`src/rtl/subtractor_pkg.sv`:
```
// Shared types and the full-subtractor borrow equation for subtractor_serial.
package subtractor_pkg;

  typedef enum logic [1:0] {
    IDLE  = 2'd0,
    SHIFT = 2'd1,
    DONE  = 2'd2
  } state_t;

  function automatic logic sub_borrow(input logic a, input logic b, input logic br);
    return (~a & b) | (~(a ^ b) & br);
  endfunction

endpackage

```
`src/rtl/subtractor_1bit.sv`:
```
// Combinational 1-bit full subtractor: diff = a - b - borrow_in.
module subtractor_1bit
  import subtractor_pkg::*;
(
  input  logic a,
  input  logic b,
  input  logic borrow_in,
  output logic diff,
  output logic borrow_out
);

  assign diff       = a ^ b ^ borrow_in;
  assign borrow_out = sub_borrow(a, b, borrow_in);

endmodule

```
`src/rtl/subtractor_serial.sv`:
```
// Bit-serial a - b - borrow_in, LSB first, one bit per clock through a single cell.
// Define SUBTRACTOR_ASSERT_EN to compile in simulation-only result/handshake assertions.
module subtractor_serial
  import subtractor_pkg::*;
#(
  parameter int BIT_WIDTH = 4
) (
  input  logic                 clk,
  input  logic                 n_rst,
  input  logic                 start,
  input  logic [BIT_WIDTH-1:0] a,
  input  logic [BIT_WIDTH-1:0] b,
  input  logic                 borrow_in,
  output logic                 busy,
  output logic                 done,
  output logic [BIT_WIDTH-1:0] diff,
  output logic                 underflow
);

  localparam int CW = $clog2(BIT_WIDTH + 1);
  localparam logic [CW-1:0] LAST = CW'(BIT_WIDTH - 1);

  state_t               state;
  logic [CW-1:0]        cnt;
  logic [BIT_WIDTH-1:0] a_sr, b_sr;
  logic                 br;
  logic                 d_bit, br_nxt;

  subtractor_1bit u_cell (
    .a          (a_sr[0]),
    .b          (b_sr[0]),
    .borrow_in  (br),
    .diff       (d_bit),
    .borrow_out (br_nxt)
  );

  // underflow gets its own flop so it holds the last result while br is reloaded at start
  always_ff @(posedge clk) begin
    if (!n_rst) begin
      state     <= IDLE;
      cnt       <= '0;
      a_sr      <= '0;
      b_sr      <= '0;
      br        <= 1'b0;
      busy      <= 1'b0;
      done      <= 1'b0;
      diff      <= '0;
      underflow <= 1'b0;
    end else begin
      done <= 1'b0;
      case (state)
        IDLE, DONE: begin
          if (start) begin
            a_sr  <= a;
            b_sr  <= b;
            br    <= borrow_in;
            cnt   <= '0;
            busy  <= 1'b1;
            state <= SHIFT;
          end else begin
            state <= IDLE;
          end
        end
        SHIFT: begin
          diff <= {d_bit, diff[BIT_WIDTH-1:1]};
          a_sr <= a_sr >> 1;
          b_sr <= b_sr >> 1;
          br   <= br_nxt;
          cnt  <= cnt + CW'(1);
          if (cnt == LAST) begin
            state     <= DONE;
            busy      <= 1'b0;
            done      <= 1'b1;
            underflow <= br_nxt;
          end
        end
        default: state <= IDLE;
      endcase
    end
  end

`ifdef SUBTRACTOR_ASSERT_EN
  logic [BIT_WIDTH-1:0] a_cap, b_cap;
  logic                 bi_cap;

  always @(posedge clk) begin
    if (n_rst && start && (state == IDLE || state == DONE)) begin
      assert (!$isunknown({a, b, borrow_in}))
        else $error("subtractor_serial: X/Z operand at start");
      a_cap  <= a;
      b_cap  <= b;
      bi_cap <= borrow_in;
    end
    if (n_rst && done)
      assert ({underflow, diff} ==
              ({1'b0, a_cap} - {1'b0, b_cap} - (BIT_WIDTH + 1)'(bi_cap)))
        else $error("subtractor_serial: result does not match captured operands");
    assert (!(done && busy))
      else $error("subtractor_serial: done and busy both high");
  end
`endif

endmodule

```
`config.mk`:
```
export PLATFORM = sky130hd
export DESIGN_NAME = subtractor_serial
export DESIGN_NICKNAME = d
export VERILOG_FILES = /design/src/rtl/subtractor_pkg.sv /design/src/rtl/subtractor_1bit.sv /design/src/rtl/subtractor_serial.sv
export SDC_FILE = /design/constraint.sdc
export NUM_CORES = 1
export LEC_CHECK = 0
export BUFFER_PORTS_ARGS = -buffer_cell sky130_fd_sc_hd__buf_2
export CAP_MARGIN = 20
export CORE_MARGIN = 2
export CORE_UTILIZATION = 35
export CTS_BUF_LIST = sky130_fd_sc_hd__clkbuf_4
export CTS_CLUSTER_DIAMETER = 120
export DETAILED_ROUTE_END_ITERATION = 16
export PLACE_DENSITY_LB_ADDON = 0.08
export SLEW_MARGIN = 20
export SYNTH_ARGS = -nofsm -noshare
export SYNTH_HDL_FRONTEND = slang
export SYNTH_SLANG_ARGS = --single-unit
```
`constraint.sdc`:
```
create_clock -name clk -period 1.4 [get_ports clk]
set_input_delay 0.35 -clock clk [delete_from_list [all_inputs] [get_ports clk]]
set_output_delay 0.35 -clock clk [all_outputs]
set_load 0.1 [all_outputs]
```
=== Word level (Yosys, flattened, before mapping) ===
Index checks and enable logic that the tools add are counted.

* Shift operators: 0
* Multiply operators: 0
* Reduce and logical (&&, ||, !) cells: 7
* Bitwise logic cells: 7
* Add/subtract/negate cells: 1
* $lt $le $gt $ge: 0
* Eq/ne operators: 5
* Div/mod/pow operators: 0
* Mux-type cells: 15

{| class="wikitable"
|+ Operators with widths
! cell !! count
|-
| case mux 4 bit (2 select lines) || 2
|-
| 2-to-1 mux 4 bit || 2
|-
| case mux 3 bit (2 select lines) || 1
|-
| AND reduction 2 bit || 3
|-
| 2-to-1 mux 1 bit || 5
|-
| inequality test 2 bit, second input constant || 2
|-
| case mux 1 bit (2 select lines) || 2
|-
| case mux 2 bit (2 select lines) || 1
|-
| adder 3 x 1 -> 3 bit, second input constant || 1
|-
| equality test 3 x 2 -> 1 bit, second input constant || 1
|-
| 2-to-1 mux 3 bit || 1
|-
| AND reduction 3 bit || 1
|-
| AND 1 bit || 2
|-
| equality test 2 x 1 -> 1 bit, second input constant || 1
|-
| equality test 2 bit, second input constant || 1
|-
| logical NOT 2 bit || 1
|-
| 2-to-1 mux 2 bit || 1
|-
| inverter 1 bit || 2
|-
| nonzero test 2 bit || 1
|-
| OR reduction 2 bit || 1
|-
| XOR 1 bit || 2
|-
| bitwise OR 1 bit || 1
|}

* RAM bits: 0
* Word-level logic and storage cells: 44
* Register bits: 21
* Memories kept: 0
* Output and inout port bits: 7
* Bits in read-only memories: 0
* Latch bits: 0
* Bits of input ports: 12

=== Longest topological paths before layout ===
Gate-level depths: netlist (run 1).

* Depth in word-level cells: 5
* Gate-level depth with buffers: 5
* Mapped depth without buffers: 5

=== By module ===
From an unflattened synthesis (run 1), not the netlist that was laid out.

* Cells, all modules: 99
* Area, all modules: 945.9 µm²

{| class="wikitable"
|+ Modules (own cells, without submodules)
! module !! instances !! seq. area each (µm²) !! cells an instance !! area each (µm²)
|-
| subtractor_serial || 1 || 420.4 || 95 || 914.6
|-
| subtractor_1bit || 1 || 0.0 || 4 || 31.3
|}

=== Worst setup path after synthesis (run 1) ===
OpenSTA, ideal clock, no wires.

* Path kind: register to register
* From: register busy (netlist name)
* To: register busy
* Data arrival time: 1,276 ps
* Data required time: 1,329 ps
* Clock period less this slack: 1,347 ps
* Setup time: 71 ps
* Buffers on the path: 0
* Path slack: 53 ps
* Stages on the path, launching flop included: 3
* Cells stage by stage: dfxtp_1 -> o21ai_0 -> a21oi_1

{| class="wikitable"
|+ RTL lines
! item !! RTL line !! source
|-
| end signal: assignment || subtractor_serial.sv:45 || <nowiki>busy <= 1'b0;</nowiki>
|-
| end signal: assignment || subtractor_serial.sv:58 || <nowiki>busy <= 1'b1;</nowiki>
|-
| end signal: assignment || subtractor_serial.sv:72 || <nowiki>busy <= 1'b0;</nowiki>
|-
| end: declaration || subtractor_serial.sv:14 || <nowiki>output logic busy,</nowiki>
|}

=== Worst setup path after layout (run 1) ===
* From: register done
* To: output done

{| class="wikitable"
|+ RTL lines
! item !! RTL line !! source
|-
| start: declaration || subtractor_serial.sv:15 || <nowiki>output logic done,</nowiki>
|-
| start signal: assignment || subtractor_serial.sv:46 || <nowiki>done <= 1'b0;</nowiki>
|-
| start signal: assignment || subtractor_serial.sv:50 || <nowiki>done <= 1'b0;</nowiki>
|-
| start signal: assignment || subtractor_serial.sv:73 || <nowiki>done <= 1'b1;</nowiki>
|}

No word-level cell between the ends.

==> qor.csv, run 1 <==
metric,value,unit
layout cell share with drive strength beyond 1,33.04,%
status,"complete, no violations",
RSZ-0062 raised after global routing,no,
"Seq/Total Area, Yosys",45.78,%
WS Path Type,reg2out,
cts hold-fix bufs,0,
hpwl dp,1251,um
asr flop ratio synth,0,%
Clock Latency Late Sink,0.30,ns
CTS tree,done,
WL/cell,13.09,um
htree depth,1,
top-area cell type share of the netlist area,45.78,%
highest clock rate,0.7769,GHz
Port Buffers,18,
vias per inst,4.944,
DRC,0,
setup TNS,0,ns
Slew @ Worst Pin,0.3662,ns
Initial DRT Pass Iterations,2,
period utilization,91.95,%
Slew HR,75.47,%
worst hold slack,0.2783,ns
fin. max-slew vios,0,
Initial Utilization,37.07,%
P per Cell Area,1075,nW/um^2
row count,18,
die height,55.23,um
first-pass GRT wire length,3312,um
placed instance count,138,
core area,2477,sq um
clock root cell,clkbuf_4,
top-count cell post-synth,dfxtp_1,
Final setup viols,0,
Mapped Avg Cell Area,9.667,sq um
remaining antenna violation count,0,
Die W,55.23,um
Post-Layout Cell Count,142,
family with the most delay on the worst path,flip-flops,
Ports,19,
Final Core Density,45.86,%
total grt overflow,0,
crit end category,primary output,
Pleak,0.4343,nW
max-cap viol count,0,
DR vias,702,
unique cell type count in the Yosys netlist,28,
"Setup Fix Bufs, Post-CTS",0,
setup ws final,0.1128,ns
die area,3050,sq um
Critical Path RT,1.05,ns
yosys warns,0,
HP Class,in2reg,
post-synthesis instance area,918.4,sq um
"EDFF count, synth",0,
"Reg clk slew, reported paths",0.11,ns
synth cell count leaders,"dfxtp_1, a21oi_1, nand2_1, nand3_1",
"area leader, netlist",dfxtp_1,
Bufs on Longest Clock Path,2,
Sink Count,21,
Nets,129,
Final min period,1.287,ns
maximum VDD drop,0.5725,mV
antenna fix cells,0,
initial antenna violation count,0,
post-CTS resize count,0,
vias in the first global route,741,
top post-synthesis cells by area,"dfxtp_1, a21oi_1, nor3_2",
CP max-delay cell,dfxtp_1,
gpl congestion,0.7096,
gr usage total,13.62,%
Layout Skew,0.004675,ns
final wirelength,1859,um
Iter 0 DRT Violations,10,
"slowest stage delay, CP",0.33,ns
ys flop type,dfxtp_1,
CP Buf/Inv Count,1,
Synth Instances,95,
total CTS buffers,3,
Setup WS pre-CTS,0.04643,ns
largest net degree at the start of global routing,21,
CP cell instances,clkbuf_4,
P&R area growth vs syn,23.71,%
final hold vios,0,
CP Data Arrival Time,0.94,ns
Crit Path Max Fanout,1,
element type at the critical path start,register,
synthesized net count,111,
Seq cells post-synth,21,
-- registers in the layout, indices dropped and copies added, names as in the netlist --
register,count
br,1
done,1
state,2
cnt,3
diff,4
underflow,1
a_sr,4
b_sr,4
busy,1
-- cell families (layout without fill, tap and decap cells) --
| logic type | after synthesis | count (layout) | share of synthesized area (%) |
|---|---|---|---|
| AO/OA/AOI/OAI | 23 | 23 | 16.62 |
| adder cells (fa/ha/maj) | 4 | 4 | 6.268 |
| AND/OR/NAND/NOR | 36 | 36 | 23.30 |
| flip-flops | 21 | 21 | 45.78 |
| buffers and inverters | 11 | 28 | 8.037 |
-- power by group --
part	leakage (nW)	internal, W	total [W]	switching [W]
registers	0.172	0.000634	0.000659	0.0000254
logic	0.244	0.000104	0.000255	0.000151
clock network	0.0184	0.000130	0.000307	0.000177
total	0.434	0.000868	0.00122	0.000353
-- final cells by class --
cell class                 count  area (sq um)
clock buffer                   4         30.03
tap                           30         37.54
sequential                    21         420.4
timing repair buffer          19         202.7
inverter                       5         18.77
multi-input combinational     63         426.7
fill                         261          1341
-- final timing paths --
kind | endpoint | startpoint | slack [ns] | cells past startpoint
setup reg to reg | br | b_sr[0] | 0.20 | 4
hold reg to reg | b_sr[3] | b_sr[3] | 0.47 | 2
setup / recovery | done | done | 0.11 | 1
hold / removal | a_sr[3] | a[3] | 0.28 | 3
-- metal layers --
layer / up-vias / wire length [um] / global-route usage (%)
met1: 325 / 879 / 17.28
met2: 10 / 891 / 21.60
met3: 2 / 72 / 3.513
li1: 365 / - / -
met5: - / 0 / 0
met4: 0 / 15 / 6.272
-- per-stage QoR --
stage / instance area [sq um] / power [W]
CTS: 1131 / 0.001240
floorplan: 918.4 / 0.0008593
global placement: 1101 / 0.0009236
finish: 1136 / 0.001221
global route: 1136 / 0.001299
detailed placement: 1101 / 0.0009276
-- cell usage in the layout, fill, tap and decap left out, types with 2 or more instances in the layout --
cell type	synthesis	final
a21oi_1	11	11
and3_2	2	2
buf_12	0	7
buf_2	2	11
clkbuf_4	0	5
dfxtp_1	21	21
ha_1	3	3
inv_1	4	4
nand2_1	11	11
nand2b_1	3	3
nand3_1	6	6
nor3_1	5	5
nor3_2	5	5
o22ai_1	4	4
No activity file was read; power rests on OpenSTA's default activity.
==> run 2: changes to the inputs <==
--- a/config.mk
+++ b/config.mk
@@ -5,14 +5,14 @@
 export SDC_FILE = /design/constraint.sdc
 export NUM_CORES = 1
 export LEC_CHECK = 0
-export BUFFER_PORTS_ARGS = -buffer_cell sky130_fd_sc_hd__buf_2
+export BUFFER_PORTS_ARGS = -buffer_cell sky130_fd_sc_hd__buf_4
 export CAP_MARGIN = 20
 export CORE_MARGIN = 2
 export CORE_UTILIZATION = 35
 export CTS_BUF_LIST = sky130_fd_sc_hd__clkbuf_4
 export CTS_CLUSTER_DIAMETER = 120
 export DETAILED_ROUTE_END_ITERATION = 16
-export PLACE_DENSITY_LB_ADDON = 0.08
+export SETUP_SLACK_MARGIN = 0.02
 export SLEW_MARGIN = 20
 export SYNTH_ARGS = -nofsm -noshare
 export SYNTH_HDL_FRONTEND = slang
==> run 2 against run 1 <==
Compared with the run above:
- sequential share of layout area rose by 2.2 points
- first-iteration DRC count stayed put
- utilization shrank 2.5 points
- via count down 0.57%
- total power shrank 2.6%
- non-clock buffer count did not move
- critical path type unchanged
- largest power group unchanged
==> qor.csv, run 2 (synthesis results as in run 1) <==
metric,value,unit,change
P per Cell Area,1107,nW/um^2,was 1075 nW/um^2
highest clock rate,0.7476,GHz,was 0.7769 GHz
"Design Area, Final",1074,sq um,was 1136 sq um
layout cell share with drive strength beyond 1,32.14,%,was 33.04%
Nets,129,,unchanged
CP cell instances,buf_4,,was clkbuf_4
total grt overflow,0,,unchanged
initial antenna violation count,0,,unchanged
CP max-delay cell,dfxtp_1,,unchanged
DRC,0,,unchanged
Iter 0 DRT Violations,10,,unchanged
Worst R2R Setup Slack,0.19,ns,was 0.20 ns
HP Class,in2reg,,unchanged
crit end category,primary output,,unchanged
"slowest stage delay, CP",0.39,ns,was 0.33 ns
period utilization,95.54,%,was 91.95%
P&R area growth vs syn,16.89,%,was 23.71%
Ports,19,,unchanged
setup TNS,0,ns,unchanged
CP Data Arrival Time,0.99,ns,was 0.94 ns
biggest regs,"a_sr: 4 flops, b_sr: 4 flops, diff: 4 flops",,unchanged
clock root cell,clkbuf_4,,unchanged
CTS tree,done,,unchanged
"Setup Fix Bufs, Post-CTS",0,,unchanged
Sink Count,21,,unchanged
Initial Utilization,37.07,%,unchanged
DR vias,698,,was 702
Pleak,0.4205,nW,was 0.4343 nW
WS Path Type,reg2out,,unchanged
hpwl dp,1187,um,was 1251 um
fin. max-slew vios,0,,unchanged
vias in the first global route,688,,was 741
family with the most delay on the worst path,flip-flops,,unchanged
Layout Skew,0.003662,ns,was 0.004675 ns
post-CTS resize count,0,,unchanged
total CTS buffers,3,,unchanged
row count,18,,unchanged
core area,2477,sq um,unchanged
Clock Latency Late Sink,0.29,ns,was 0.30 ns
Power Total,0.001189,W,was 0.001221 W
element type at the critical path start,register,,unchanged
Slew @ Worst Pin,0.6018,ns,was 0.3662 ns
CP Buf/Inv Count,1,,unchanged
maximum VDD drop,0.6687,mV,was 0.5725 mV
Crit Path Max Fanout,2,,was 1
Slew HR,59.80,%,was 75.47%
final wirelength,1705,um,was 1859 um
die area,3050,sq um,unchanged
Critical Path RT,1.05,ns,about the same
gpl congestion,0.6995,,was 0.7096
Bufs on Longest Clock Path,2,,unchanged
antenna fix cells,0,,unchanged
cts hold-fix bufs,0,,unchanged
max-cap viol count,0,,unchanged
first-pass GRT wire length,3036,um,was 3312 um
Final setup viols,0,,unchanged
RSZ-0062 raised after global routing,no,,unchanged
largest net degree at the start of global routing,20,,was 21
Initial DRT Pass Iterations,4,,was 2
die height,55.23,um,unchanged
htree depth,1,,unchanged
FILL cells,273,,was 261
status,"complete, no violations",,unchanged
Die W,55.23,um,unchanged
vias per inst,4.915,,was 4.944
"Reg clk slew, reported paths",0.11,ns,about the same
final hold vios,0,,unchanged
Port Buffers,18,,unchanged
"commonest cells after routing, fill and taps aside","dfxtp_1, buf_4, nand2_1, a21oi_1, nand3_1",,"was dfxtp_1, nand2_1, a21oi_1, buf_2, buf_12"
gr usage total,12.30,%,was 13.62%
remaining antenna violation count,0,,unchanged
Final min period,1.338,ns,was 1.287 ns
"commonest non-fill, non-tap cell in the layout",dfxtp_1,,unchanged
WL/cell,12.01,um,was 13.09 um
placed instance area,1044,sq um,was 1101 sq um
[run 2: changes by cell type in the layout (fill, tap and decap cells not counted)]
cell | before | now
buf_4 | 0 | 19
buf_12 | 7 | 0
buf_2 | 11 | 0
nor2b_1 | 0 | 1
nor2b_2 | 1 | 0
clkbuf_4 | 5 | 4
[run 2: tightest hold or removal path, stage by stage]
cell	delay [ns]
buf_4	0.11
nand2_1	0.05
a21oi_1	0.05
[run 2: path summary, 6_finish.rpt]
kind                                 from        end  depth (start not counted)
worst max-delay path            underflow  underflow                          1
worst min-delay path                 a[3]    a_sr[3]                          3
worst max register to register    b_sr[0]         br                          4
worst min register to register    diff[0]    diff[0]                          2
[run 2: layout make-up]
type | instances | area [sq um] | share of cell area (%)
Clock buffer | 4 | 30.03 | 2.797
Inverter | 5 | 18.77 | 1.748
Multi-Input combinational cell | 63 | 424.2 | 39.51
Sequential cell | 21 | 420.4 | 39.16
Tap cell | 30 | 37.54 | 3.497
Timing Repair Buffer | 19 | 142.6 | 13.29
[run 2: report_power, final]
group          total (W)  internal, W  switching, W
registers       0.000656     0.000634     0.0000225
logic           0.000234    0.0000895      0.000145
clock network   0.000298     0.000130      0.000168
total            0.00119     0.000853      0.000336
[run 2: per-layer routing]
| metal | part of all wire [%] | vias to the layer above | wire (um) | GRT usage [%] |
|---|---|---|---|---|
| met4 | 0.70 | 0 | 12 | 5.226 |
| met2 | 46 | 12 | 792 | 18.88 |
| li1 | - | 364 | - | - |
| met5 | 0 | - | 0 | 0 |
| met1 | 48 | 320 | 817 | 16.42 |
| met3 | 4.8 | 2 | 82 | 3.044 |
[run 2: stage by stage]
step | hold WS [ns] | cells | setup slack (ns) | utilization (%)
floorplan | 0.4479 | 95 | 0.05348 | -
global placement | 0.4459 | 138 | 0.1003 | 42.12
detailed placement | 0.4569 | 138 | 0.03115 | 42.12
CTS | 0.2950 | 142 | 0.05761 | 43.33
global route | 0.2947 | 142 | 0.02939 | 43.33
finish | 0.3035 | 142 | 0.06241 | 43.33
==> run 3: changes to the inputs <==
--- a/config.mk
+++ b/config.mk
@@ -9,7 +9,6 @@
 export CAP_MARGIN = 20
 export CORE_MARGIN = 2
 export CORE_UTILIZATION = 35
-export CTS_BUF_LIST = sky130_fd_sc_hd__clkbuf_4
 export CTS_CLUSTER_DIAMETER = 120
 export DETAILED_ROUTE_END_ITERATION = 16
 export SETUP_SLACK_MARGIN = 0.02
==> constraint.sdc (replaced) <==
create_clock -name clk -period 1.4 [get_ports clk]
set_input_delay 0.35 -clock clk [delete_from_list [all_inputs] [get_ports clk]]
set_output_delay 0.35 -clock clk [all_outputs]
set_load 0.05 [all_outputs]
==> run 3 against run 2 <==
Compared with the run above:
- non-clock buffer count unchanged
- clock power down 5%
- clock-buffer cell count unchanged
- combinational power down 9.8%
- final area down 0.35%
==> qor.csv, run 3 (synthesis results as in run 1) <==
metric,value,unit,change
status,"complete, no violations",,unchanged
WL/cell,12.09,um,was 12.01 um
max-cap viol count,0,,unchanged
CP Data Arrival Time,0.90,ns,was 0.99 ns
gpl congestion,0.6995,,unchanged
largest net degree at the start of global routing,20,,unchanged
cts hold-fix bufs,0,,unchanged
crit end category,primary output,,unchanged
Pleak,0.4170,nW,was 0.4205 nW
fin. max-slew vios,0,,unchanged
hpwl dp,1187,um,unchanged
Port Buffers,18,,unchanged
FILL cells,274,,was 273
vias per inst,4.901,,was 4.915
Nets,129,,unchanged
htree depth,1,,unchanged
die area,3050,sq um,unchanged
Clock Latency Late Sink,0.29,ns,about the same
gr usage total,12.45,%,was 12.30%
"Design Area, Final",1070,sq um,was 1074 sq um
clock root cell,clkbuf_4,,unchanged
"slowest stage delay, CP",0.39,ns,about the same
CTS tree,done,,unchanged
P&R area growth vs syn,16.49,%,was 16.89%
"commonest non-fill, non-tap cell in the layout",dfxtp_1,,unchanged
setup TNS,0,ns,unchanged
Iter 0 DRT Violations,10,,unchanged
total CTS buffers,3,,unchanged
P per Cell Area,1074,nW/um^2,was 1107 nW/um^2
CP cell instances,buf_4,,unchanged
first-pass GRT wire length,3049,um,was 3036 um
antenna fix cells,0,,unchanged
DRC,0,,unchanged
Critical Path RT,1.05,ns,about the same
placed instance count,138,,unchanged
"Setup Fix Bufs, Post-CTS",0,,unchanged
Final min period,1.249,ns,was 1.338 ns
Final setup viols,0,,unchanged
period utilization,89.24,%,was 95.54%
Initial Utilization,37.07,%,unchanged
Slew @ Worst Pin,0.6019,ns,was 0.6018 ns
placed instance area,1044,sq um,unchanged
row count,18,,unchanged
DR vias,696,,was 698
total grt overflow,0,,unchanged
Bufs on Longest Clock Path,2,,unchanged
vias in the first global route,683,,was 688
"commonest cells after routing, fill and taps aside","dfxtp_1, buf_4, nand2_1, a21oi_1, nand3_1",,unchanged
CP max-delay cell,dfxtp_1,,unchanged
Layout Skew,0.005601,ns,was 0.003662 ns
"Reg clk slew, reported paths",0.11,ns,about the same
core area,2477,sq um,unchanged
element type at the critical path start,register,,unchanged
maximum VDD drop,0.5976,mV,was 0.6687 mV
initial antenna violation count,0,,unchanged
Slew HR,59.79,%,was 59.80%
HP Class,in2reg,,unchanged
CP Buf/Inv Count,1,,unchanged
biggest regs,"a_sr: 4 flops, b_sr: 4 flops, diff: 4 flops",,unchanged
Final Core Density,43.18,%,was 43.33%
WS Path Type,reg2out,,unchanged
final wirelength,1717,um,was 1705 um
remaining antenna violation count,0,,unchanged
highest clock rate,0.8004,GHz,was 0.7476 GHz
die height,55.23,um,unchanged
Ports,19,,unchanged
RSZ-0062 raised after global routing,no,,unchanged
Post-Layout Cell Count,142,,unchanged
Crit Path Max Fanout,2,,unchanged
final hold vios,0,,unchanged
Initial DRT Pass Iterations,4,,unchanged
Die W,55.23,um,unchanged
Sink Count,21,,unchanged
family with the most delay on the worst path,flip-flops,,unchanged
layout cell share with drive strength beyond 1,31.25,%,was 32.14%
post-CTS resize count,0,,unchanged
## run 3: worst paths after layout
check / startpoint / to / slack, ns / cells past startpoint
hold reg to reg: diff[0] / diff[0] / 0.47 / 2
setup / recovery: underflow / underflow / 0.15 / 1
setup reg to reg: b_sr[0] / br / 0.20 / 4
hold / removal: a[3] / a_sr[3] / 0.30 / 3
## run 3: cell type report
cell class	count	area [sq um]	area share, %
Inverter	5	18.77	1.754
Multi-Input combinational cell	63	424.2	39.65
Clock buffer	4	26.28	2.456
Timing Repair Buffer	19	142.6	13.33
Tap cell	30	37.54	3.509
Sequential cell	21	420.4	39.30
## run 3: layer usage
metal | GRT usage, % | part of all wire, % | vias to the layer above | wire length, um
met1 | 16.57 | 48 | 318 | 826
met5 | 0 | 0 | - | 0
met2 | 18.71 | 46 | 12 | 795
li1 | - | - | 364 | -
met3 | 3.747 | 4.8 | 2 | 82
met4 | 5.226 | 0.70 | 0 | 12
## run 3: per-stage QoR
step                hold slack (ns)  power [W]  setup WS [ns]
detailed placement           0.4569  0.0008832        0.03115
global placement             0.4459  0.0008787         0.1003
finish                       0.2998   0.001149         0.1507
global route                 0.2891   0.001219        0.05560
floorplan                    0.4479  0.0008354         0.3065
CTS                          0.2918   0.001163         0.1482
## run 3: report_power, final
| part | internal, W | switching, W | total (W) |
|---|---|---|---|
| logic | 0.0000895 | 0.000121 | 0.000211 |
| registers | 0.000634 | 0.0000225 | 0.000656 |
| clock network | 0.000111 | 0.000171 | 0.000282 |
| total | 0.000834 | 0.000315 | 0.00115 |
